--- src/rtl/acc_pkg.sv ---
// rtl/acc_pkg.sv - opcode, FSM state and flag index definitions for accumulator_unit
//
// Shared by accumulator_unit and its testbench.
package acc_pkg;

    localparam logic [2:0] OP_NOP  = 3'b000;
    localparam logic [2:0] OP_LOAD = 3'b001;
    localparam logic [2:0] OP_ADD  = 3'b010;
    localparam logic [2:0] OP_SUB  = 3'b011;
    localparam logic [2:0] OP_ADC  = 3'b100;
    localparam logic [2:0] OP_CLR  = 3'b101;
    localparam logic [2:0] OP_MUL  = 3'b110;

    typedef enum logic [1:0] {
        ST_IDLE = 2'd0,
        ST_MUL  = 2'd1,
        ST_DONE = 2'd2
    } state_t;

    // Bit positions inside the packed flag register
    localparam int FLAG_C = 0;
    localparam int FLAG_Z = 1;
    localparam int FLAG_N = 2;
    localparam int FLAG_V = 3;
    localparam int FLAG_W = 4;

endpackage

--- src/rtl/addsub_core.sv ---
// rtl/addsub_core.sv - combinational ripple adder with b-invert and carry-in
//
// Ports:
//   i_a, i_b  operands (WIDTH)
//   i_sub     invert i_b before adding (subtract when combined with i_cin=1)
//   i_cin     carry-in
//   o_sum     WIDTH-bit sum
//   o_cout    carry-out of the MSB
//   o_ovf     signed overflow relative to i_a and the effective (possibly inverted) b
module addsub_core #(
    parameter int WIDTH = 4
) (
    input  logic [WIDTH-1:0] i_a,
    input  logic [WIDTH-1:0] i_b,
    input  logic             i_sub,
    input  logic             i_cin,
    output logic [WIDTH-1:0] o_sum,
    output logic             o_cout,
    output logic             o_ovf
);

    logic [WIDTH-1:0] w_b;
    logic [WIDTH:0]   w_c;

    assign w_b    = i_sub ? ~i_b : i_b;
    assign w_c[0] = i_cin;

    for (genvar i = 0; i < WIDTH; i++) begin : g_bit
        assign o_sum[i]  = i_a[i] ^ w_b[i] ^ w_c[i];
        assign w_c[i+1]  = (i_a[i] & w_b[i]) | (i_a[i] & w_c[i]) | (w_b[i] & w_c[i]);
    end

    assign o_cout = w_c[WIDTH];
    assign o_ovf  = (i_a[WIDTH-1] == w_b[WIDTH-1]) & (o_sum[WIDTH-1] != i_a[WIDTH-1]);

endmodule

--- src/rtl/accumulator_unit.sv ---
// rtl/accumulator_unit.sv - accumulator with flags, single-cycle ALU ops and shift-add multiply
//
// Optional build macro: ACC_SAT_EN (ADD/SUB/ADC saturate to signed max/min on overflow).
//
// Ports:
//   clk, rst_n            clock, asynchronous active-low reset
//   in_valid / in_ready   operation handshake; op and operand sampled on accept
//   op, operand           opcode (acc_pkg) and B operand
//   acc                   registered accumulator
//   carry, zero, neg, ovf registered flags
//   out_valid             one-cycle pulse after acc/flags were written
//   busy                  multiply running
module accumulator_unit
    import acc_pkg::*;
#(
    parameter int WIDTH = 4,
    parameter int CNT_W = 2
) (
    input  logic             clk,
    input  logic             rst_n,
    input  logic             in_valid,
    output logic             in_ready,
    input  logic [2:0]       op,
    input  logic [WIDTH-1:0] operand,
    output logic [WIDTH-1:0] acc,
    output logic             carry,
    output logic             zero,
    output logic             neg,
    output logic             ovf,
    output logic             out_valid,
    output logic             busy
);

    localparam logic [CNT_W-1:0] LAST_STEP = CNT_W'(WIDTH - 1);

    state_t             r_state;
    state_t             w_next;
    logic [CNT_W-1:0]   r_cnt;
    logic [WIDTH-1:0]   r_acc;
    logic [FLAG_W-1:0]  r_flags;
    logic               r_out_valid;
    logic [WIDTH-1:0]   r_mcand;
    logic [WIDTH-1:0]   r_mplier;
    // Product is kept as the upper half plus the WIDTH-1 low bits still needed;
    // the bit shifted out of the bottom on each step never reaches the result.
    logic [WIDTH-1:0]   r_prod_hi;
    logic [WIDTH-2:0]   r_prod_lo;

    logic               w_accept;
    logic               w_in_ready;
    logic               w_busy;
    logic               w_last;
    logic [WIDTH-1:0]   w_a;
    logic [WIDTH-1:0]   w_b;
    logic               w_sub;
    logic               w_cin;
    logic [WIDTH-1:0]   w_sum;
    logic               w_cout;
    logic               w_ovf;
    logic [WIDTH-1:0]   w_arith;
    logic [WIDTH:0]     w_step_hi;
    logic [2*WIDTH-1:0] w_prod_next;

    assign w_accept = in_valid & w_in_ready;
    assign w_last   = (r_cnt == LAST_STEP);

    always_ff @(posedge clk or negedge rst_n) begin
        if (!rst_n) begin
            r_state <= ST_IDLE;
        end else begin
            r_state <= w_next;
        end
    end

    always_comb begin
        w_next     = r_state;
        w_in_ready = 1'b1;
        w_busy     = 1'b0;
        case (r_state)
            ST_MUL: begin
                w_in_ready = 1'b0;
                w_busy     = 1'b1;
                if (w_last) begin
                    w_next = ST_DONE;
                end
            end
            default: begin
                // IDLE and DONE both accept; DONE lasts one cycle
                w_next = ST_IDLE;
                if (in_valid && op == OP_MUL) begin
                    w_next = ST_MUL;
                end
            end
        endcase
    end

    // The single adder serves the ALU ops while idle and the multiply step while busy
    always_comb begin
        w_a   = r_acc;
        w_b   = operand;
        w_sub = 1'b0;
        w_cin = 1'b0;
        if (r_state == ST_MUL) begin
            w_a = r_prod_hi;
            w_b = r_mcand;
        end else if (op == OP_SUB) begin
            w_sub = 1'b1;
            w_cin = 1'b1;
        end else if (op == OP_ADC) begin
            w_cin = r_flags[FLAG_C];
        end
    end

    addsub_core #(.WIDTH(WIDTH)) u_addsub (
        .i_a    (w_a),
        .i_b    (w_b),
        .i_sub  (w_sub),
        .i_cin  (w_cin),
        .o_sum  (w_sum),
        .o_cout (w_cout),
        .o_ovf  (w_ovf)
    );

`ifdef ACC_SAT_EN
    // Overflow direction follows the sign of A: positive A can only overflow upward
    assign w_arith = !w_ovf        ? w_sum :
                     r_acc[WIDTH-1] ? {1'b1, {(WIDTH-1){1'b0}}} :
                                      {1'b0, {(WIDTH-1){1'b1}}};
`else
    assign w_arith = w_sum;
`endif

    // Add the multiplicand into the upper half when the multiplier LSB is set,
    // keeping the adder carry as the bit that shifts into the product MSB.
    assign w_step_hi   = r_mplier[0] ? {w_cout, w_sum} : {1'b0, r_prod_hi};
    assign w_prod_next = {w_step_hi, r_prod_lo};

    always_ff @(posedge clk or negedge rst_n) begin
        if (!rst_n) begin
            r_acc       <= '0;
            r_flags     <= FLAG_W'(1 << FLAG_Z);
            r_out_valid <= 1'b0;
            r_cnt       <= '0;
            r_mcand     <= '0;
            r_mplier    <= '0;
            r_prod_hi   <= '0;
            r_prod_lo   <= '0;
        end else begin
            r_out_valid <= 1'b0;
            if (r_state == ST_MUL) begin
                r_prod_hi <= w_prod_next[2*WIDTH-1:WIDTH];
                r_prod_lo <= w_prod_next[WIDTH-1:1];
                r_mplier  <= r_mplier >> 1;
                r_cnt     <= r_cnt + CNT_W'(1);
                if (w_last) begin
                    r_cnt           <= '0;
                    r_acc           <= w_prod_next[WIDTH-1:0];
                    r_flags[FLAG_C] <= |w_prod_next[2*WIDTH-1:WIDTH];
                    r_flags[FLAG_Z] <= (w_prod_next[WIDTH-1:0] == '0);
                    r_flags[FLAG_N] <= w_prod_next[WIDTH-1];
                    r_flags[FLAG_V] <= 1'b0;
                    r_out_valid     <= 1'b1;
                end
            end else if (w_accept) begin
                case (op)
                    OP_LOAD: begin
                        r_acc           <= operand;
                        r_flags[FLAG_Z] <= (operand == '0);
                        r_flags[FLAG_N] <= operand[WIDTH-1];
                        r_flags[FLAG_V] <= 1'b0;
                        r_out_valid     <= 1'b1;
                    end
                    OP_ADD, OP_SUB, OP_ADC: begin
                        r_acc           <= w_arith;
                        r_flags[FLAG_C] <= w_cout;
                        r_flags[FLAG_Z] <= (w_arith == '0);
                        r_flags[FLAG_N] <= w_arith[WIDTH-1];
                        r_flags[FLAG_V] <= w_ovf;
                        r_out_valid     <= 1'b1;
                    end
                    OP_CLR: begin
                        r_acc       <= '0;
                        r_flags     <= FLAG_W'(1 << FLAG_Z);
                        r_out_valid <= 1'b1;
                    end
                    OP_MUL: begin
                        r_mcand   <= r_acc;
                        r_mplier  <= operand;
                        r_prod_hi <= '0;
                        r_prod_lo <= '0;
                        r_cnt     <= '0;
                    end
                    default: begin
                    end
                endcase
            end
        end
    end

    assign in_ready  = w_in_ready;
    assign busy      = w_busy;
    assign acc       = r_acc;
    assign carry     = r_flags[FLAG_C];
    assign zero      = r_flags[FLAG_Z];
    assign neg       = r_flags[FLAG_N];
    assign ovf       = r_flags[FLAG_V];
    assign out_valid = r_out_valid;

endmodule
--- config.mk ---
export PLATFORM = sky130hd
export DESIGN_NAME = accumulator_unit
export DESIGN_NICKNAME = d
export VERILOG_FILES = /design/src/rtl/acc_pkg.sv /design/src/rtl/addsub_core.sv /design/src/rtl/accumulator_unit.sv
export SDC_FILE = /design/constraint.sdc
export NUM_CORES = 1
export LEC_CHECK = 0
export ABC_AREA = 1
export CAP_MARGIN = 20
export CORE_ASPECT_RATIO = 1.25
export CORE_UTILIZATION = 49
export DETAILED_ROUTE_END_ITERATION = 8
export PLACE_DENSITY = 0.75
export SYNTH_ARGS = -nofsm -noshare
export SYNTH_HDL_FRONTEND = slang
export SYNTH_SLANG_ARGS = --single-unit
--- constraint.sdc ---
create_clock -name clk -period 3 [get_ports clk]
set_clock_uncertainty 0.15 [all_clocks]
set_input_delay 0.6 -clock clk [delete_from_list [all_inputs] [get_ports clk]]
set_output_delay 0.6 -clock clk [all_outputs]
set_load 0.03 [all_outputs]
==> flow_summary.ini, run 1 <==
[critical_path]
worst-path-buf-inv = 2
worstSetupPathType = reg -> reg
end_kind = flop
critPathMaxFanout = 4
crit_family = adder cells
crit_required_ns = 3.13
startpoint_type = flop
max_stage_delay_ns = 0.58
cp.arrival_ns = 3.17
crit_slowest_cell = fa_2
cpMostUsedCell = fa_2
path_cells = buf_6 -> nor2_4 -> nand2_2 -> o21ai_4 -> xnor2_2 -> fa_2 -> fa_2 -> inv_2 -> fa_2 -> fa_2 -> nand3_1 -> nand3_1 -> nand3_1 -> a21oi_2

[detailed_routing]
top_layer = met4
initialDrtViolationCount = 49
routedWlPerCell_um = 13.86
drc = 0
routed_via_density = 5.280
routed-wl-met2_mm = 1.940
first_pass_iters = 4
met1_length_mm = 1.785
postRouteAntennaNets = 0
met3_length_um = 189
routed_wl_mm = 4.005
vias = 1526

[power_and_ir_drop]
vdd_drop_max_v = 0.0006869
p_leak_nw = 1.028
power_density_nw_per_um2 = 1155

[timing]
finalHoldViolCount = 0
setup_slack_ns = -0.04490
timing.final.max_slew_violations = 0
fmax_ghz = 0.3284
finalSetupViolations = 3
post-route-period-util_pct = 101.5
slew_headroom_pct = 75.61
holdWs_ns = 0.3472
period_minus_slack_ns = 3.045
tightest_slew_ns = 0.3634
grt_setup_unrepaired = yes

[finish]
final_cell_mix = nand2_1 (70), dfrtp_1 (26), inv_1 (23)
antenna_cells = 0
nets = 270
layout-drive-gt1-share_pct = 17.00
synthToLayoutAreaGrowth_pct = 26.63
final_common_cell = nand2_1

[logic_synthesis]
syn_area_per_cell_sq_um = 7.461
ys_seq_area_share_pct = 42.00
yosysWarnings = 0
ys_ff_latch = 27
syn_nets = 232
synth_cell_types = 28
syn_area_sq_um = 1612
syn_inst = 216

[global_routing]
grt_overflow = 0
grt_max_degree = 28
grt_first_pass_wirelength_mm = 6.768
first_global_vias = 1469
grt_usage_pct = 26.93
grt_antenna_before_repair = 0

[cts]
clk-insertion-delay-late_ns = 0.33
clock-root-buffer = clkbuf_4
clock_path_buffers = 2
cts_buffers = 3
tritoncts = built
htreeDepth = 1
cts.sinks = 27
cts.clk_slew.worst_paths_ns = 0.15
hold_buffers = 0

[outcome]
status = finished with violations
violations = setup timing

[floorplan]
die_area_sq_um = 3524
core_sq_um = 3028
rows = 22
die_x_um = 53.30
die_y_um = 66.12
io-pin-count = 21
start_util_pct = 53.22

[placed_design]
routabilityCongestion = 0.9445
dp_hpwl_mm = 2.971
pre_cts_ws_ns = -0.7378
portBuffers = 20

[flow_run]
maxCapViolCount = 0

[min_path]
min-delay-path-class = reg -> reg
Yosys cell counts:
cell      number  share of area [%]
o211ai_1       2               0.93
buf_4          1               0.47
inv_1         25                5.8
buf_2          5                1.6
o21a_1         1               0.47
dfstp_2        1                1.6
nand2_1       72                 17
nand3_1       21                6.5
o31ai_1        1               0.47
fa_1           4                5.0
nand2_2        1               0.39
inv_2          2               0.47
nor2_2         1               0.39
xor2_1         3                1.6
a21oi_1        3               0.93
dfrtp_1       26                 40
o22ai_1        1               0.39
ha_1           2                1.6
nand4_1        1               0.39
o21ai_1        3               0.93
nor3_4         1                1.0
nor2_1        15                3.5
xnor2_1        2                1.1
nor2_4         1               0.70
o21ai_0       18                5.6
clkbuf_1       1               0.23
nor3_1         1               0.31
a22o_1         1               0.54
worst paths after layout:
| path | cells after the start | startpoint | endpoint | slack, ns |
|---|---|---|---|---|
| max | 14 | r_state[1] | r_flags[1] | -0.04 |
| min | 2 | r_mcand[1] | r_mcand[1] | 0.35 |
| max reg2reg | 14 | r_state[1] | r_flags[1] | -0.04 |
| min reg2reg | 2 | r_mcand[1] | r_mcand[1] | 0.35 |
| max in group asynchronous | 2 | rst_n | r_flags[1] | 1.92 |
| min in group asynchronous | 2 | rst_n | r_prod_lo[1] | 0.47 |
cell type report:
type / instances / area [sq um]
well taps: 36 / 45.04
flip-flops and latches: 27 / 676.9
inverters: 27 / 103.9
fillers: 255 / 987.2
multi-input cells: 155 / 834.6
clock buffers: 4 / 26.28
repair buffers: 40 / 354.1
cells by family (layout without fill, tap and decap cells):
family / after synthesis / count (layout) / synth area share [%]
simple gates: 114 / 114 / 29.97
buf+inv: 34 / 71 / 8.540
compound gates: 30 / 30 / 10.25
flops: 27 / 27 / 42.00
fa+ha+maj: 6 / 6 / 6.522
xor+xnor: 5 / 5 / 2.718
worst register-to-register path, cell delays in order (launching register included):
cell and delay (ns):
dfrtp_1 0.41, buf_6 0.12, nor2_4 0.18, nand2_2 0.11
o21ai_4 0.08, xnor2_2 0.15, fa_2 0.24, fa_2 0.20
inv_2 0.04, fa_2 0.34, fa_2 0.58, nand3_1 0.09
nand3_1 0.09, nand3_1 0.09, a21oi_2 0.13
metal layers:
layer / up-vias / GRT usage (%)
met5: - / 0
met1: 702 / 35.95
met4: 0 / 7.566
met3: 10 / 2.759
li1: 756 / -
met2: 58 / 45.31
power by group:
| group | leakage (nW) | internal [W] | switching, W |
|---|---|---|---|
| logic | 0.671 | 0.000655 | 0.000908 |
| clock network | 0.0150 | 0.0000521 | 0.000107 |
| registers | 0.342 | 0.000528 | 0.000108 |
| total | 1.03 | 0.00123 | 0.00112 |
registers in the layout (all words and copies together) (netlist names):
signal / flops
r_flags: 4
r_prod_hi: 4
r_prod_lo: 3
out_valid: 1
r_cnt: 2
r_mcand: 4
r_state: 2
r_mplier: 4
acc: 3
through the flow:
| stage | area, sq um | total power (W) | std cells | util [%] | TNS (ns) |
|---|---|---|---|---|---|
| finish | 2041 | 0.002357 | 289 | 67.40 | -0.1145 |
| global route | 2041 | 0.002565 | 289 | 67.40 | -0.7784 |
| CTS | 2029 | 0.002331 | 288 | 67.02 | -0.02669 |
| detailed placement | 1956 | 0.002106 | 282 | 64.59 | -4.885 |
| global placement | 1956 | 0.002091 | 282 | 64.59 | -4.488 |
| floorplan | 1625 | 0.001615 | 216 | - | -0.2259 |
repair_timing:
item | 4_1_cts | 5_1_grt
gates resized for setup | 20 | 2
endpoints found under the setup margin | 8 | 5
pin swaps | 12 | 4
buffers inserted | 2 | 1
Power figures use the tool's default switching activity.
==> run 2, diff against run 1 <==
- SETUP_SLACK_MARGIN: default -> 0.3
==> flow_summary.ini, run 2 (same netlist as run 1, synthesis figures left out) <==
[outcome]
status = finished with violations
violations = setup timing

[power_and_ir_drop]
vdd_drop_max_v = 0.0006688
clockPowerShare_pct = 6.6
swShare_pct = 47.12
seq_power_share_pct = 26.0
p_comb_share_pct = 67.4
fin_total_pwr_w = 0.002469
power.switching_w = 0.001163
p_int_w = 0.001306
power_density_nw_per_um2 = 1158
p_leak_nw = 1.069

[placed_design]
dpl.cell_count = 289
placed_area_sq_um = 2011
dp_hpwl_mm = 3.112
portBuffers = 20
routabilityCongestion = 0.9447

[floorplan]
core_sq_um = 3028
start_util_pct = 53.22
die_x_um = 53.30
die_area_sq_um = 3524
die_y_um = 66.12
io-pin-count = 21
rows = 22

[timing]
setup_slack_ns = -0.06437
grt_setup_unrepaired = yes
period_minus_slack_ns = 3.064
slew_headroom_pct = 76.59
timing.final.max_slew_violations = 0
holdWs_ns = 0.3484
finalSetupViolations = 4
fmax_ghz = 0.3263
post-route-period-util_pct = 102.1
finalHoldViolCount = 0
tightest_slew_ns = 0.3488

[critical_path]
startpoint = op[1]
worstSetupPathType = in -> reg
cp.arrival_ns = 3.18
timing.rr.end = r_flags[1]
startpoint_type = input pin
critPathMaxFanout = 4
crit_required_ns = 3.12
endpoint = r_flags[1]
end_kind = flop
r2r_cells = 14
r2r-start = r_state[0]
r2r_slack_ns = -0.05

[cts]
htreeDepth = 1
cts.clk_slew.worst_paths_ns = 0.14
clk-insertion-delay-late_ns = 0.33
cts_buffers = 3
clock-root-buffer = clkbuf_4
clock_path_buffers = 2
tritoncts = built
cts.sinks = 27

[detailed_routing]
routedWlPerCell_um = 13.35
first_pass_iters = 4
routed_wl_mm = 3.951
vias = 1535
postRouteAntennaNets = 0
routed_via_density = 5.186
drc = 0
initialDrtViolationCount = 32

[global_routing]
grt_usage_pct = 25.68
grt_antenna_before_repair = 0
grt_max_degree = 28
grt_overflow = 0
grt_first_pass_wirelength_mm = 6.306
first_global_vias = 1454

[finish]
utilization_pct = 70.41
layout-drive-gt1-share_pct = 22.69
finish.instance_area_sq_um = 2132
synthToLayoutAreaGrowth_pct = 32.30
final_common_cell = nand2_1
fin_cells = 296
final_cell_mix = nand2_1 (68), dfrtp_1 (26), buf_4 (26)
n_fill_cell = 264
antenna_cells = 0
multi_input_area_sq_um = 872.1
nets = 277
regArea_sq_um = 676.9

[flow_run]
maxCapViolCount = 0

[min_path]
min-delay-path-class = reg -> reg
==> run 2: power groups by stage <==
stage                     Clock, W  Combinational [W]  Sequential, W
after floorplan                  0           0.000919       0.000709
after global routing      0.000182            0.00185       0.000659
final                     0.000162            0.00166       0.000642
after CTS                 0.000165            0.00161       0.000634
after global placement           0            0.00152       0.000636
after detailed placement         0            0.00154       0.000641
==> run 2: critical path: stages <==
cell,delay (ns)
dlygate4sd2_1,0.27
nor2_1,0.16
nand2_1,0.16
o21ai_4,0.19
fa_2,0.21
fa_2,0.19
inv_2,0.04
fa_2,0.36
fa_2,0.59
nand3_1,0.08
nand3_1,0.09
nand3_1,0.09
a21oi_2,0.13
==> run 2: worst min-delay path by stage <==
stage / from / end / slack [ns] / cells after the start
after floorplan: rst_n / acc[0] / 0.15 / 0
after global placement: r_mcand[1] / r_mcand[1] / 0.31 / 2
after detailed placement: r_flags[3] / r_flags[3] / 0.31 / 2
after CTS: r_flags[3] / r_flags[3] / 0.35 / 2
after global routing: r_cnt[0] / r_cnt[0] / 0.37 / 1
final: r_flags[3] / r_flags[3] / 0.35 / 2
==> run 2: routing by layer <==
| metal | vias up | routed length (um) | GRT usage (%) |
|---|---|---|---|
| met5 | - | 0 | 0 |
| met3 | 9 | 103 | 3.218 |
| met2 | 27 | 2000 | 43.59 |
| met1 | 724 | 1755 | 32.09 |
| met4 | 0 | 93 | 10.53 |
| li1 | 775 | - | - |
==> run 2: stage by stage <==
stage	setup TNS, ns	setup slack (ns)
2_1_floorplan	-0.2216	-0.06404
3_5_place_dp	-4.974	-0.7371
4_1_cts	-0.01600	-0.008096
5_1_grt	-0.8569	-0.2148
3_3_place_gp	-4.437	-0.6487
6_report	-0.1735	-0.06437
==> run 2: repair_timing <==
item                                   4_1_cts  5_1_grt
gates resized for setup                     19       12
hold buffers                                 0        0
setup endpoints to repair                   10        9
endpoints found under the hold margin        0        0
pin swaps                                   12       11
buffers inserted                             3        0
gates cloned                                 0        0
==> run 2: layout make-up <==
| cell class | count | share of cell area [%] |
|---|---|---|
| Clock buffer | 3 | 1.056 |
| Clock inverter | 1 | 0.3521 |
| Inverter | 27 | 4.871 |
| Multi-Input combinational cell | 155 | 40.90 |
| Sequential cell | 27 | 31.75 |
| Tap cell | 36 | 2.113 |
| Timing Repair Buffer | 47 | 18.96 |
